==> config.mk <==
export PLATFORM = sky130hd
export DESIGN_NAME = bcd_seg_display
export DESIGN_NICKNAME = d
export VERILOG_FILES = /design/src/rtl/pbs_seg_pkg.sv /design/src/rtl/seg7_dec.sv /design/src/rtl/bcd_seg_display.sv
export SDC_FILE = /design/constraint.sdc
export NUM_CORES = 1
export LEC_CHECK = 0
export CORE_ASPECT_RATIO = 1.75
export CORE_UTILIZATION = 35
export CTS_CLUSTER_SIZE = 30
export DETAILED_ROUTE_END_ITERATION = 7
export SYNTH_ARGS = -nofsm -noshare
export SYNTH_HDL_FRONTEND = slang
export SYNTH_HIERARCHICAL = 1
export SYNTH_SLANG_ARGS = --single-unit
==> constraint.sdc <==
create_clock -name clk -period 5.3 [get_ports clk]
set_clock_uncertainty 0.05 [all_clocks]
set_input_delay 1.06 -clock clk [delete_from_list [all_inputs] [get_ports clk]]
set_output_delay 1.06 -clock clk [all_outputs]
set_load 0.005 [all_outputs]
==> src/rtl/pbs_seg_pkg.sv <==
// Shared 7-segment constants and FSM state type for the decimal display decoders.
// Segment order is {g,f,e,d,c,b,a}, active-low.
package pbs_seg_pkg;

  localparam logic [6:0] SEG_DIGIT [0:9] = '{
    7'b1000000,  // 0
    7'b1111001,  // 1
    7'b0100100,  // 2
    7'b0110000,  // 3
    7'b0011001,  // 4
    7'b0010010,  // 5
    7'b0000010,  // 6
    7'b1111000,  // 7
    7'b0000000,  // 8
    7'b0011000   // 9
  };

  localparam logic [6:0] SEG_BLANK = 7'b1111111;
  localparam logic [6:0] SEG_DASH  = 7'b0111111;

  typedef enum logic [1:0] {
    IDLE,
    CONV,
    LATCH
  } state_t;

  // Internal BCD digit count: enough headroom that double-dabble never overflows.
  function automatic int num_int_digits(input int width);
    return (width + 2) / 3 + 1;
  endfunction

endpackage

==> src/rtl/seg7_dec.sv <==
// Combinational BCD digit to active-low 7-segment decoder.
// Dash has priority over blank; non-decimal codes show blank.
module seg7_dec
  import pbs_seg_pkg::*;
(
  input  logic [3:0] digit,
  input  logic       blank,
  input  logic       dash,
  output logic [6:0] seg
);

  always_comb begin
    if (dash) begin
      seg = SEG_DASH;
    end else if (blank || (digit > 4'd9)) begin
      seg = SEG_BLANK;
    end else begin
      seg = SEG_DIGIT[digit];
    end
  end

endmodule

==> src/rtl/bcd_seg_display.sv <==
// Sequential double-dabble binary-to-BCD converter driving a bank of 7-segment digits.
// Optional leading-zero blanking is enabled by defining BCD_SEG_LZB_EN.
module bcd_seg_display
  import pbs_seg_pkg::*;
#(
  parameter int WIDTH  = 8,
  parameter int DIGITS = 3
) (
  input  logic                  clk,
  input  logic                  reset_n,
  input  logic                  start,
  input  logic [WIDTH-1:0]      value,
  output logic                  busy,
  output logic                  done,
  output logic                  ovf,
  output logic [4*DIGITS-1:0]   bcd,
  output logic [7*DIGITS-1:0]   seg
);

  localparam int NI = num_int_digits(WIDTH);
  localparam int NE = (NI > DIGITS) ? NI : DIGITS;
  localparam int CW = $clog2(WIDTH);
  localparam logic [CW-1:0] CNT_LAST = CW'(WIDTH - 1);

  if (WIDTH < 4 || WIDTH > 16) begin : g_bad_width
    $error("bcd_seg_display: WIDTH must be in 4..16");
  end
  if (DIGITS < 1 || DIGITS > 5) begin : g_bad_digits
    $error("bcd_seg_display: DIGITS must be in 1..5");
  end

  state_t                 state, state_next;
  logic [WIDTH-1:0]       shreg;
  logic [4*NI-1:0]        bcd_int;
  logic [4*NI-1:0]        bcd_adj;
  logic [4*NI+WIDTH-1:0]  shifted;
  logic [CW-1:0]          cnt;
  logic [4*NE-1:0]        bcd_ext;
  logic                   ovf_next;
  logic [DIGITS-1:0]      blank;
  logic [7*DIGITS-1:0]    seg_next;

  // NOTE: clocked state uses non-blocking (<=) so every register samples
  // pre-edge values; blocking (=) here would create order-dependent races.
  always_ff @(posedge clk or negedge reset_n) begin
    if (!reset_n) begin
      state <= IDLE;
    end else begin
      state <= state_next;
    end
  end

  // NOTE: state_next gets a default before the case so every path assigns it;
  // a missing default in always_comb infers a latch.
  always_comb begin
    state_next = state;
    case (state)
      IDLE:    if (start) state_next = CONV;
      CONV:    if (cnt == CNT_LAST) state_next = LATCH;
      LATCH:   state_next = IDLE;
      default: state_next = IDLE;
    endcase
  end

  // Add-3 correction on every digit >= 5, then one left shift of {bcd, binary}.
  always_comb begin
    bcd_adj = bcd_int;
    for (int i = 0; i < NI; i++) begin
      if (bcd_int[4*i +: 4] >= 4'd5) begin
        bcd_adj[4*i +: 4] = bcd_int[4*i +: 4] + 4'd3;
      end
    end
    shifted = {bcd_adj, shreg} << 1;
  end

  // Zero-extend so DIGITS may exceed the internal digit count for narrow WIDTH.
  always_comb begin
    bcd_ext = '0;
    bcd_ext[4*NI-1:0] = bcd_int;
  end

  always_comb begin
    ovf_next = 1'b0;
    for (int i = DIGITS; i < NI; i++) begin
      ovf_next = ovf_next | (bcd_ext[4*i +: 4] != 4'd0);
    end
  end

`ifdef BCD_SEG_LZB_EN
  logic lzb_zero;

  // Scan from the top digit down; blank while every digit so far is zero.
  always_comb begin
    lzb_zero = 1'b1;
    blank    = '0;
    for (int i = DIGITS - 1; i > 0; i--) begin
      lzb_zero = lzb_zero & (bcd_ext[4*i +: 4] == 4'd0);
      blank[i] = lzb_zero;
    end
  end
`else
  assign blank = '0;
`endif

  for (genvar g = 0; g < DIGITS; g++) begin : g_dec
    seg7_dec u_dec (
      .digit (bcd_ext[4*g +: 4]),
      .blank (blank[g]),
      .dash  (ovf_next),
      .seg   (seg_next[7*g +: 7])
    );
  end

  // Visible outputs only move in LATCH so the display holds steady mid-conversion.
  always_ff @(posedge clk or negedge reset_n) begin
    if (!reset_n) begin
      shreg   <= '0;
      bcd_int <= '0;
      cnt     <= '0;
      busy    <= 1'b0;
      done    <= 1'b0;
      ovf     <= 1'b0;
      bcd     <= '0;
      seg     <= {DIGITS{SEG_DIGIT[0]}};
    end else begin
      done <= 1'b0;
      case (state)
        IDLE: begin
          if (start) begin
            shreg   <= value;
            bcd_int <= '0;
            cnt     <= '0;
            busy    <= 1'b1;
          end
        end
        CONV: begin
          {bcd_int, shreg} <= shifted;
          cnt              <= cnt + 1'b1;
        end
        LATCH: begin
          bcd  <= bcd_ext[4*DIGITS-1:0];
          ovf  <= ovf_next;
          seg  <= seg_next;
          done <= 1'b1;
          busy <= 1'b0;
        end
        default: ;
      endcase
    end
  end

endmodule

==> impl_summary.md, run 1 <==
Route
The starting DRC count in detailed routing is 71. Across all layers, the routed design uses 2600 vias. The final wirelength is 7.20 mm. Using the TritonRoute via totals, the vias-per-cell ratio works out to 5.01. The wire length per cell is 13.9 µm. The detail route stage leaves a number of antenna-violating nets equal to 0. The first TritonRoute pass finished after 4 iterations. After detailed routing, the number of remaining DRC violations is 0.

Worst setup path
The number of buffer and inverter instances along the worst setup path is 1. The critical path goes through clkdlybuf4s50_1. The most critical setup path has its startpoint at seg[20]$_DFFE_PN1P_. The startpoint of the lowest-slack register-to-register path is bcd_ext[12]$_DFFE_PN0P_.

In this design, the stage delay of the slowest critical-path cell is 0.53 ns. The critical-path cell with the highest stage delay is dfstp_2. For the worst setup path, the data required time is 4.19 ns. Of all nets on the critical path, the largest fanout is 2.

The gate family responsible for the most delay along the worst path is flip-flops. The startpoint type of the worst setup path is a register. The minimum setup slack among reg-to-reg paths is 3.31 ns. The endpoint class of the critical path is an output pin. STA puts the critical path data arrival time at 1.36 ns. The type of the worst setup path is register to output pin.

STA
The worst path needs 2.47 ns of the cycle, external delays included. Dividing the final minimum period by the clock period gives 0.465. The tightest hold path in the finished design has a slack of 0.439 ns.

The number of pins exceeding their max-slew limit in the final report is 0. The final hold violation count is 0. Based on the critical path, the design can be clocked at up to 0.405 GHz. In the final timing run, aggregate negative setup slack is 0 ns.

The actual transition at the worst max-transition pin is 0.824 ns. Headroom to the max-slew limit came out at 0.451. Setup repair after global routing left no endpoint under its margin. The final setup slack of the worst path is 2.83 ns. Setup violations remaining at the end of the flow were counted as 0.

Finish
The layout has 966 filler cells. 0 antenna diodes ended up in the layout. The flip-flop and latch area is 1630 µm². The net count of the finished layout is 426. The multi-input combinational cells in the finished layout cover a total of 1920 µm².

The ratio of cells with drive above 1 in the final layout is 0.156. The synthesis-to-layout area growth is 22.6%. The finished layout holds 519 standard cells, fillers aside.

GRT
The number of global-route vias before repair is 2576. Across every metal layer, demand over resource in global routing totals 0.143. The number of antenna violations at the first check in global routing came to 0.

After global routing the overflow that remains totals 0. The first-pass GRT wire length is 12.3 mm. Entering global routing, the biggest net connects 66 pins.

Clock tree
The H-tree generated during clock tree synthesis spans 3 levels. The clock reaches the later pin of the worst-skew pair after 0.33 ns. The number of setup buffers added after CTS is 0. Buffers inserted during clock tree synthesis total 9. Once the clock tree was built, the resizer swapped 0 gates to a different size. The maximum buffer depth of the clock tree is 2. Clock tree synthesis selected as its root buffer the cell clkbuf_16. Clock-pin slew was measured on the worst setup and hold paths at 0.05 ns. The number of hold buffers added after CTS was 0. TritonCTS built the clock tree. The number of clock sinks is 65.

Floorplanning
Measured along the x axis, the die boundary spans 80.4 µm. 47 I/O pins were placed. The region available for standard cell placement spans 10400 µm². Measured along the y axis, the die boundary spans 139 µm. The initial utilization of the core area, before any placement, comes to 0.363. The floorplan has 49 rows. The floorplan step defined a die boundary enclosing 11200 µm².

Power and ir drop
IR analysis of the VDD net gives a maximum drop of 0.000245 V. The power per unit of standard cell area is 590 nW/µm². Summed over all cells, the static leakage comes to 0.00201 µW. The overall power of the completed layout is 2720 µW.

Run status
The run finished with clean final reports.

Yosys
Summed over all instances, the cell type with the most area after synthesis is dfrtp_1. The main combinational cell family by area after synthesis is compound AO/OA/AOI/OAI gates. dfrtp_1 is the most common cell in the netlist.

The count of different cell masters after synthesis is 44. Synthesis produced 339 cells. The flip-flop and latch count after synthesis is 65. The area of the mapped netlist is 3760 µm².

The number of synthesized flops with an enable pin is 0. After synthesis, the share of cell area in mux cells is 0.124. The share of synthesized cell area in and, or, nand and nor gates is 0.0897. The share of the Yosys chip area taken by registers is 0.433. The most used flip-flop cell after synthesis is dfrtp_1. The synthesized-area fraction occupied by ao, oa, aoi and oai cells is 0.188.

The mean post-synth cell area is 11.1 µm². For this run, asynchronously set or reset flops after synthesis account for 1.00. The warning count from the yosys run is 6. Of the total synthesized cell area, the portion taken by full adders, half adders and majority gates is 0.0931. By area the synthesized netlist is led by dfrtp_1 41%, ha_1 9.3%, mux2_4 8.0%. Of the post-synthesis cell area, the dominant cell type holds 0.412. The post-synthesis xor/xnor area fraction is 0.00698. By count the netlist is led by 62 x dfrtp_1, 36 x nand2_1, 28 x ha_1.

Placement
The pre-CTS worst setup slack is 2.59 ns. Routability-driven placement finished with a final weighted congestion of 0.748. The number of input and output port buffers inserted is 46. The placed wire-length estimate is 5.07 mm. The placed instance count is 503.

Worst hold path
The critical hold path startpoint is bcd[7]$_DFFE_PN0P_. The type of the worst min-delay path is register to register.

Job
The total of max-cap violations is 0.
[routing by layer]
metal | wire length [µm] | track usage | vias to the layer above
met5 | 0 | 0 | -
met4 | 178 | 0.0789 | 0
met3 | 135 | 0.0257 | 10
met2 | 3810 | 0.249 | 42
met1 | 3080 | 0.158 | 1267
li1 | - | - | 1281
[metrics by stage]
stage          instance area, µm²  utilization
4_1_cts                      4620        0.445
6_report                     4620        0.445
5_1_grt                      4620        0.445
2_1_floorplan                3780            -
3_3_place_gp                 4290        0.414
3_5_place_dp                 4290        0.414
[cell usage in the layout, fill, tap and decap left out, types with 3 or more instances in the layout]
master,Yosys,layout
a211oi_1,3,3
a211oi_4,3,3
a21o_1,3,3
a21oi_1,11,11
a31oi_1,7,7
a32o_1,4,4
buf_4,4,3
clkbuf_16,0,9
clkdlybuf4s50_1,0,45
conb_1,1,6
dfrtp_1,62,62
dfstp_2,3,3
ha_1,28,28
inv_1,26,26
mux2_1,6,6
mux2_2,7,7
mux2_4,20,20
nand2_1,36,36
nand2b_1,3,3
nor2_1,13,13
nor2b_1,15,14
o2111ai_1,8,8
o211ai_1,3,3
o21a_1,7,7
o21ai_0,13,13
o21ai_1,6,6
o21bai_4,3,3
o221ai_1,4,4
o311ai_1,4,4
o31ai_1,4,4
o32ai_1,3,3
xnor2_1,3,3
[path summary, 6_finish.rpt]
check,endpoint,cells past startpoint
max,seg[20],1
min in group asynchronous,seg[2]$_DFFE_PN0P_,2
min reg2reg,bcd[7]$_DFFE_PN0P_,1
min,bcd[7]$_DFFE_PN0P_,1
max in group asynchronous,bcd[10]$_DFFE_PN0P_,2
max reg2reg,seg[0]$_DFFE_PN0P_,6
[state kept, by name (all words and copies together), names as in the netlist]
register,count
done,1
bcd_ext,16
ovf,1
shreg,8
state,2
seg,21
busy,1
bcd,12
cnt,3
[cells by family (layout without fill, tap and decap cells)]
group	Yosys count	after routing
mux	35	35
simple gates	73	73
buf+inv	43	91
other cells	1	6
flops	65	65
fa+ha+maj	28	28
compound gates	91	91
xor+xnor	3	3
[power by group]
group / switching, µW / total (µW) / internal, µW / leakage (µW)
Sequential: 214 / 915 / 701 / 0.000831
Combinational: 529 / 1160 / 634 / 0.00102
Clock: 209 / 644 / 435 / 0.000162
Total: 952 / 2720 / 1770 / 0.00201
[area by class of cell]
| cell class | instances | share of cell area |
|---|---|---|
| Tap cell | 127 | 0.0344 |
| Inverter | 26 | 0.0211 |
| Timing Repair Buffer | 49 | 0.104 |
| Clock buffer | 11 | 0.0548 |
| Multi-Input combinational cell | 236 | 0.416 |
| Clock inverter | 5 | 0.0168 |
| Sequential cell | 65 | 0.353 |
No activity file was read; power rests on OpenSTA's default activity.
==> run 2, diff against run 1 <==
Clock period 5.3 ns to 2.19 ns, I/O delays scaled along.
==> impl_summary.md, run 2 (same netlist as run 1, synthesis figures left out) <==
Run status
The flow ran to the end, and the final reports show no timing, DRC or antenna violations.

Power and ir drop
The portion of total power attributed to combinational logic came to 0.451 (+0.024). The total internal power is 4560 µW (+160%). The switching part of the total power is 0.342 (-0.00768). The static power due to leakage is 0.00209 µW (+4.3%).

The overall power of the completed layout came to 6930 µW (+150%). The proportion of power drawn by flip-flops and latches is 0.301 (-0.035). The clock share of power is 0.248 (+0.011). The switching power came to 2370 µW (+150%). The power per unit of standard cell area came to 1450 nW/µm² (+150%). The largest vdd supply drop came to 0.000608 V (+150%).

Route
The final wirelength came to 7.62 mm (+5.8%). The number of iterations in the first detailed-routing pass is 4 (unchanged). The routed via count divided by cell count is 5.00 (-0.15%). The wire length per cell is 14.3 µm (+3.2%). The via count came to 2661 (+2.3%).

The number of nets still failing antenna checks after routing is 0 (unchanged). The DRC violation count after routing was 0 (unchanged). The starting DRC count in detailed routing came to 104 (+46%).

Job
The total of max-cap violations is 0 (unchanged).

Worst setup path
The worst setup path is captured at a register. STA classifies the critical path startpoint as a register. The signal on the critical path passes through inv_1, ha_1, nand2_1, a211oi_4, o211ai_1, mux2_4. The critical-path cell with the highest stage delay is dfrtp_1. The gate family responsible for the most delay along the worst path is compound AO/OA/AOI/OAI gates. The worst path arrival time is 2.14 ns (+0.78 ns). The peak per-stage delay on the critical path was 0.40 ns (-0.13 ns). The critical path data required time is 2.35 ns (-1.84 ns). The number of buffer and inverter instances along the worst setup path came to 1 (unchanged).

The critical path is of the register to register type. The top fanout value on the critical path came to 6 (+4).

STA
The share of the cycle needed by the critical path after routing is 0.902. The headroom to the max-slew limit is 0.492 (+0.0416). Setup repair after global routing left no endpoint under its margin. The final hold violation count is 0 (unchanged).

The final total negative setup slack is 0 ns (unchanged). The setup violation total in the final timing report came to 0 (unchanged). Timing would allow up to 0.506 GHz. The number of pins exceeding their max-slew limit in the final report is 0 (unchanged). The clock period minus final worst setup slack is 1.98 ns. The actual transition at the worst max-transition pin is 0.762 ns (-0.0624 ns). The worst-case hold slack came to 0.0647 ns (-0.374 ns).

Clock tree
The H-tree depth is 3 (unchanged). The number of clock sinks is 65 (unchanged). TritonCTS built the clock tree. The maximum buffer depth of the clock tree is 2 (unchanged).

Clock tree synthesis selected as its root buffer the cell clkbuf_16. The CTS buffer count is 9 (unchanged). The number of buffers inserted for hold repair after clock tree synthesis is 0 (unchanged).

The CTS clock-pin slew for the worst setup and hold paths came to 0.06 ns (about the same). The post-CTS resize count is 0 (unchanged). The number of setup buffers added after CTS is 0 (unchanged).

The insertion delay to the later sink of the worst-skew pair is 0.33 ns (about the same).

GRT
The number of antenna violations at the first check in global routing is 0 (unchanged). The total congestion overflow after global routing came to 0 (unchanged). The number of global-route vias before repair was 2799 (+8.7%). The global router's overall resource usage is 0.152 (+0.00888). The first-pass GRT wire length is 13.2 mm (+7.2%). The maximum number of pins on one net before global-route repair is 66 (unchanged).

Placement
The global placement routability congestion was 0.786 (+5.1%). The number of input and output port buffers inserted came to 46 (unchanged). The placed wire-length estimate is 5.34 mm (+5.4%).

Finish
The flip-flop and latch area is 1630 µm² (unchanged). The net count of the finished layout was 439 (+3.1%). The ratio of cells with drive above 1 in the final layout came to 0.183 (+0.0271).

The synthesis-to-layout area growth is 26.8%. The number of fill cells in the layout was 959 (-0.72%). The footprint of the multi-input gates is 1920 µm² (unchanged). The flip-flop count of the largest register, all copies and words added is 21 (unchanged).

In the layout the commonest cells are 62 x dfrtp_1, 45 x clkdlybuf4s50_1, 36 x nand2_1, 28 x ha_1, 26 x inv_1. The library cell used most frequently in the layout, excluding fill and tap cells, is dfrtp_1. Counting flops per register, the top entry is seg.

The number of antenna cells inserted came to 0 (unchanged).

Worst hold path
The worst hold path belongs to the class primary input to async pin.

Floorplanning
The boundary pin count is 47 (unchanged). The number of rows created at floorplan is 49 (unchanged). The die height is 139 µm (unchanged). The horizontal extent of the die is 80.4 µm (unchanged). The standard cell core area came to 10400 µm² (unchanged). The starting utilization of the core area was 0.363 (unchanged).

The die area came to 11200 µm² (unchanged).
run 2: cell count changes in the layout (fill, tap and decap cells not counted):
cell / delta
bufinv_16: +1
clkbuf_8: +1
buf_12: +2
clkinv_2: -2
buf_4: +11
run 2: per-stage QoR:
step	cells	area (µm²)	worst slack (ns)	utilization
detailed placement	516	4410	0.210	0.425
floorplan	344	3780	0.474	-
global route	532	4770	0.0531	0.461
global placement	516	4410	0.241	0.425
finish	532	4770	0.214	0.461
CTS	532	4770	0.200	0.461
run 2: power by group through the flow:
stage / clock network (µW) / logic, µW / registers [µW]
detailed placement: 0 / 3140 / 2110
global route: 1810 / 3480 / 2180
global placement: 0 / 3060 / 2100
floorplan: 0 / 2090 / 2050
finish: 1720 / 3120 / 2090
CTS: 1760 / 3160 / 2100
run 2: per-layer routing:
layer / up-vias / track usage / wire length [µm]
met5: - / 0 / 0
met4: 0 / 0.0780 / 184
met3: 13 / 0.0349 / 207
met2: 50 / 0.262 / 4130
met1: 1295 / 0.168 / 3100
li1: 1303 / - / -
run 2: layout make-up:
cell class                 count  area share
clock inverter                 4      0.0205
inverter                      26      0.0205
clock buffer                  12      0.0558
timing repair buffer          62       0.126
sequential                    65       0.342
tap                          127      0.0333
multi-input combinational    236       0.402
run 2: final timing paths:
| kind | start | cells past startpoint | slack (ns) | to |
|---|---|---|---|---|
| setup / recovery | bcd_ext[12]$_DFFE_PN0P_ | 6 | 0.21 | seg[4]$_DFFE_PN0P_ |
| hold / removal | reset_n | 2 | 0.06 | shreg[3]$_DFFE_PN0P_ |
| setup reg to reg | bcd_ext[12]$_DFFE_PN0P_ | 6 | 0.21 | seg[4]$_DFFE_PN0P_ |
| hold reg to reg | shreg[7]$_DFFE_PN0P_ | 2 | 0.43 | bcd_ext[0]$_DFFE_PN0P_ |
| max in group asynchronous | reset_n | 2 | 1.70 | seg[20]$_DFFE_PN1P_ |
| min in group clk | shreg[7]$_DFFE_PN0P_ | 2 | 0.43 | bcd_ext[0]$_DFFE_PN0P_ |
==> run 3, diff against run 2 <==
Settings changed: CAP_MARGIN set to 30, CTS_CLUSTER_DIAMETER set to 200.
Clock period 2.19 ns to 2.1 ns, I/O delays scaled along.
==> impl_summary.md, run 3 (same netlist as run 1, synthesis figures left out) <==
Power and ir drop
The proportion of power drawn by flip-flops and latches came to 0.314 (+0.013). The overall power of the completed layout is 6910 µW (-0.30%). The portion of total power attributed to combinational logic was 0.484 (+0.033). The largest vdd supply drop is 0.000595 V (-2.0%). The total internal power is 4470 µW (-2.1%). The clock share of power is 0.201 (-0.047). The static power due to leakage was 0.00207 µW (-1.3%). The switching power came to 2450 µW (+3.2%). The power per unit of standard cell area is 1470 nW/µm² (+1.1%).

The switching part of the total power was 0.354 (+0.0120).

Clock tree
The number of buffers inserted for hold repair after clock tree synthesis is 0 (unchanged). The H-tree depth is 3 (unchanged). The clock root buffer is clkbuf_16. The number of clock sinks is 65 (unchanged).

The post-CTS resize count is 0 (unchanged). The insertion delay to the later sink of the worst-skew pair is 0.32 ns (about the same). The number of setup buffers added after CTS came to 0 (unchanged).

The CTS buffer count is 9 (unchanged). The maximum buffer depth of the clock tree is 2 (unchanged). The TritonCTS clock tree is done. The CTS clock-pin slew for the worst setup and hold paths came to 0.05 ns (about the same).

Route
The number of nets still failing antenna checks after routing is 0 (unchanged). The number of iterations in the first detailed-routing pass was 4 (unchanged). The via count is 2651 (-0.38%).

The wire length per cell is 14.2 µm (-0.95%). The final wirelength was 7.58 mm (-0.58%). The DRC violation count after routing was 0 (unchanged). The routed via count divided by cell count is 4.96 (-0.75%). The starting DRC count in detailed routing is 131 (+26%).

Worst setup path
The critical path goes through inv_1, ha_1, nand2_1, buf_12, a211oi_4, o21ai_0, mux2_2. The critical-path cell with the highest stage delay is dfrtp_1. The critical path data required time is 2.26 ns (-0.09 ns). The minimum setup slack among reg-to-reg paths is 0.20 ns (about the same). The terminus of the critical flop-to-flop path is seg[0]$_DFFE_PN0P_. The startpoint identified for the worst register-to-register timing path is bcd_ext[12]$_DFFE_PN0P_. The startpoint type of the worst setup path is a register.

The number of cells traversed by the worst register-to-register path is 7 (+1). The endpoint class of the critical path is a register. The peak per-stage delay on the critical path is 0.41 ns (about the same).

The top fanout value on the critical path is 6 (unchanged). The type of the worst setup path is register to register. The worst path arrival time is 2.05 ns (-0.09 ns).

Finish
The flip-flop count of the largest register, all copies and words added is 21 (unchanged). The ratio of cells with drive above 1 in the final layout came to 0.177 (-0.00581). The net count of the finished layout was 441 (+0.46%). The top cell types in the final layout, fill and taps aside, are 62 x dfrtp_1, 45 x clkdlybuf4s50_1, 36 x nand2_1, 28 x ha_1, 26 x inv_1. The number of cells in the finished layout apart from fillers is 534 (+0.38%). The footprint of the multi-input gates is 1920 µm² (unchanged).

Compared with the post-synthesis result, the final layout area differs by 25.0%. The number of fill cells in the layout came to 947 (-1.3%). The register with the most flip-flops is seg. The flip-flop and latch area is 1630 µm² (unchanged). The library cell used most frequently in the layout, excluding fill and tap cells, is dfrtp_1. The number of antenna cells inserted is 0 (unchanged).

STA
The number of pins exceeding their max-slew limit in the final report is 0 (unchanged). The clock period minus final worst setup slack is 1.90 ns (-0.0808 ns). The fmax is 0.528 GHz (+4.3%). The final hold violation count is 0 (unchanged). The setup violation total in the final timing report was 0 (unchanged). Setup repair after global routing left no endpoint under its margin. The final total negative setup slack is 0 ns (unchanged). The actual transition at the worst max-transition pin is 0.593 ns (-0.169 ns). The share of the cycle needed by the critical path after routing is 0.902 (about the same). The headroom to the max-slew limit was 0.604 (+0.112).

Job
The total of max-cap violations is 0 (unchanged).

Run status
The flow ran to the end, and the final reports show no timing, DRC or antenna violations.

Floorplanning
The die area is 11200 µm² (unchanged). The number of rows created at floorplan was 49 (unchanged). The standard cell core area is 10400 µm² (unchanged).

The die height was 139 µm (unchanged). The starting utilization of the core area is 0.363 (unchanged). The boundary pin count is 47 (unchanged).

The horizontal extent of the die is 80.4 µm (unchanged).

GRT
The number of antenna violations at the first check in global routing is 0 (unchanged). The total congestion overflow after global routing was 0 (unchanged). The global router's overall resource usage is 0.150 (-0.00140). The first-pass GRT wire length was 13.1 mm (-0.94%). The maximum number of pins on one net before global-route repair was 37 (-44%). The number of global-route vias before repair came to 2732 (-2.4%).

Placement
The placed wire-length estimate is 5.54 mm (+3.8%). The global placement routability congestion is 0.803 (+2.1%). The placed instance count is 518 (+0.39%).

The number of input and output port buffers inserted is 46 (unchanged).

Worst hold path
The min-delay analysis places its worst path in the category primary input to async pin.
run 3: changes by cell type in the layout (fill, tap and decap cells not counted):
cell	change
buf_4	+2
clkinvlp_4	-1
clkbuf_1	+4
bufinv_16	-3
run 3: per-layer routing:
layer	part of all wire	vias up	track usage	wire length (µm)
met3	0.024	13	0.0230	179
met4	0.025	0	0.0789	193
met2	0.55	47	0.263	4140
li1	-	1315	-	-
met5	0	-	0	0
met1	0.40	1276	0.170	3070
run 3: metrics by stage:
step | setup slack [ns] | hold WS, ns | cell area [µm²] | utilization
floorplan | 0.384 | 0.0744 | 3780 | -
detailed placement | 0.129 | 0.421 | 4420 | 0.427
global placement | 0.161 | 0.424 | 4420 | 0.427
global route | 0.106 | 0.106 | 4700 | 0.454
CTS | 0.191 | 0.0809 | 4700 | 0.454
finish | 0.205 | 0.0727 | 4700 | 0.454
run 3: area by class of cell:
cell class,count,share of cell area
Sequential cell,65,0.347
Clock buffer,16,0.0598
Timing Repair Buffer,64,0.131
Inverter,26,0.0207
Tap cell,127,0.0338
Multi-Input combinational cell,236,0.408
run 3: power by group through the flow:
stage | logic (µW) | clock network [µW] | registers (µW)
global route | 3730 | 1490 | 2250
finish | 3350 | 1390 | 2170
detailed placement | 3360 | 0 | 2210
floorplan | 2180 | 0 | 2140
global placement | 3270 | 0 | 2190
CTS | 3380 | 1430 | 2190
run 3: worst max path at each step:
| stage | start | endpoint | slack, ns | depth (start not counted) |
|---|---|---|---|---|
| 6_report | bcd_ext[12]$_DFFE_PN0P_ | seg[0]$_DFFE_PN0P_ | 0.20 | 7 |
| 5_1_grt | bcd_ext[12]$_DFFE_PN0P_ | seg[0]$_DFFE_PN0P_ | 0.11 | 7 |
| 4_1_cts | bcd_ext[12]$_DFFE_PN0P_ | seg[0]$_DFFE_PN0P_ | 0.19 | 7 |
| 3_5_place_dp | start | shreg[5]$_DFFE_PN0P_ | 0.13 | 5 |
| 3_3_place_gp | start | shreg[3]$_DFFE_PN0P_ | 0.16 | 5 |
| 2_1_floorplan | bcd_ext[0]$_DFFE_PN0P_ | seg[4]$_DFFE_PN0P_ | 0.38 | 6 |
run 3: worst max-delay path: cells and delay by family (launching register included):
| kind | cells | cell delay [ns] |
|---|---|---|
| muxes | 1 | 0.29 |
| AOI/OAI and AO/OA | 2 | 0.47 |
| adders and majority gates | 1 | 0.19 |
| DFF | 1 | 0.41 |
| buffers and inverters | 2 | 0.29 |
| and+or+nand+nor | 1 | 0.09 |
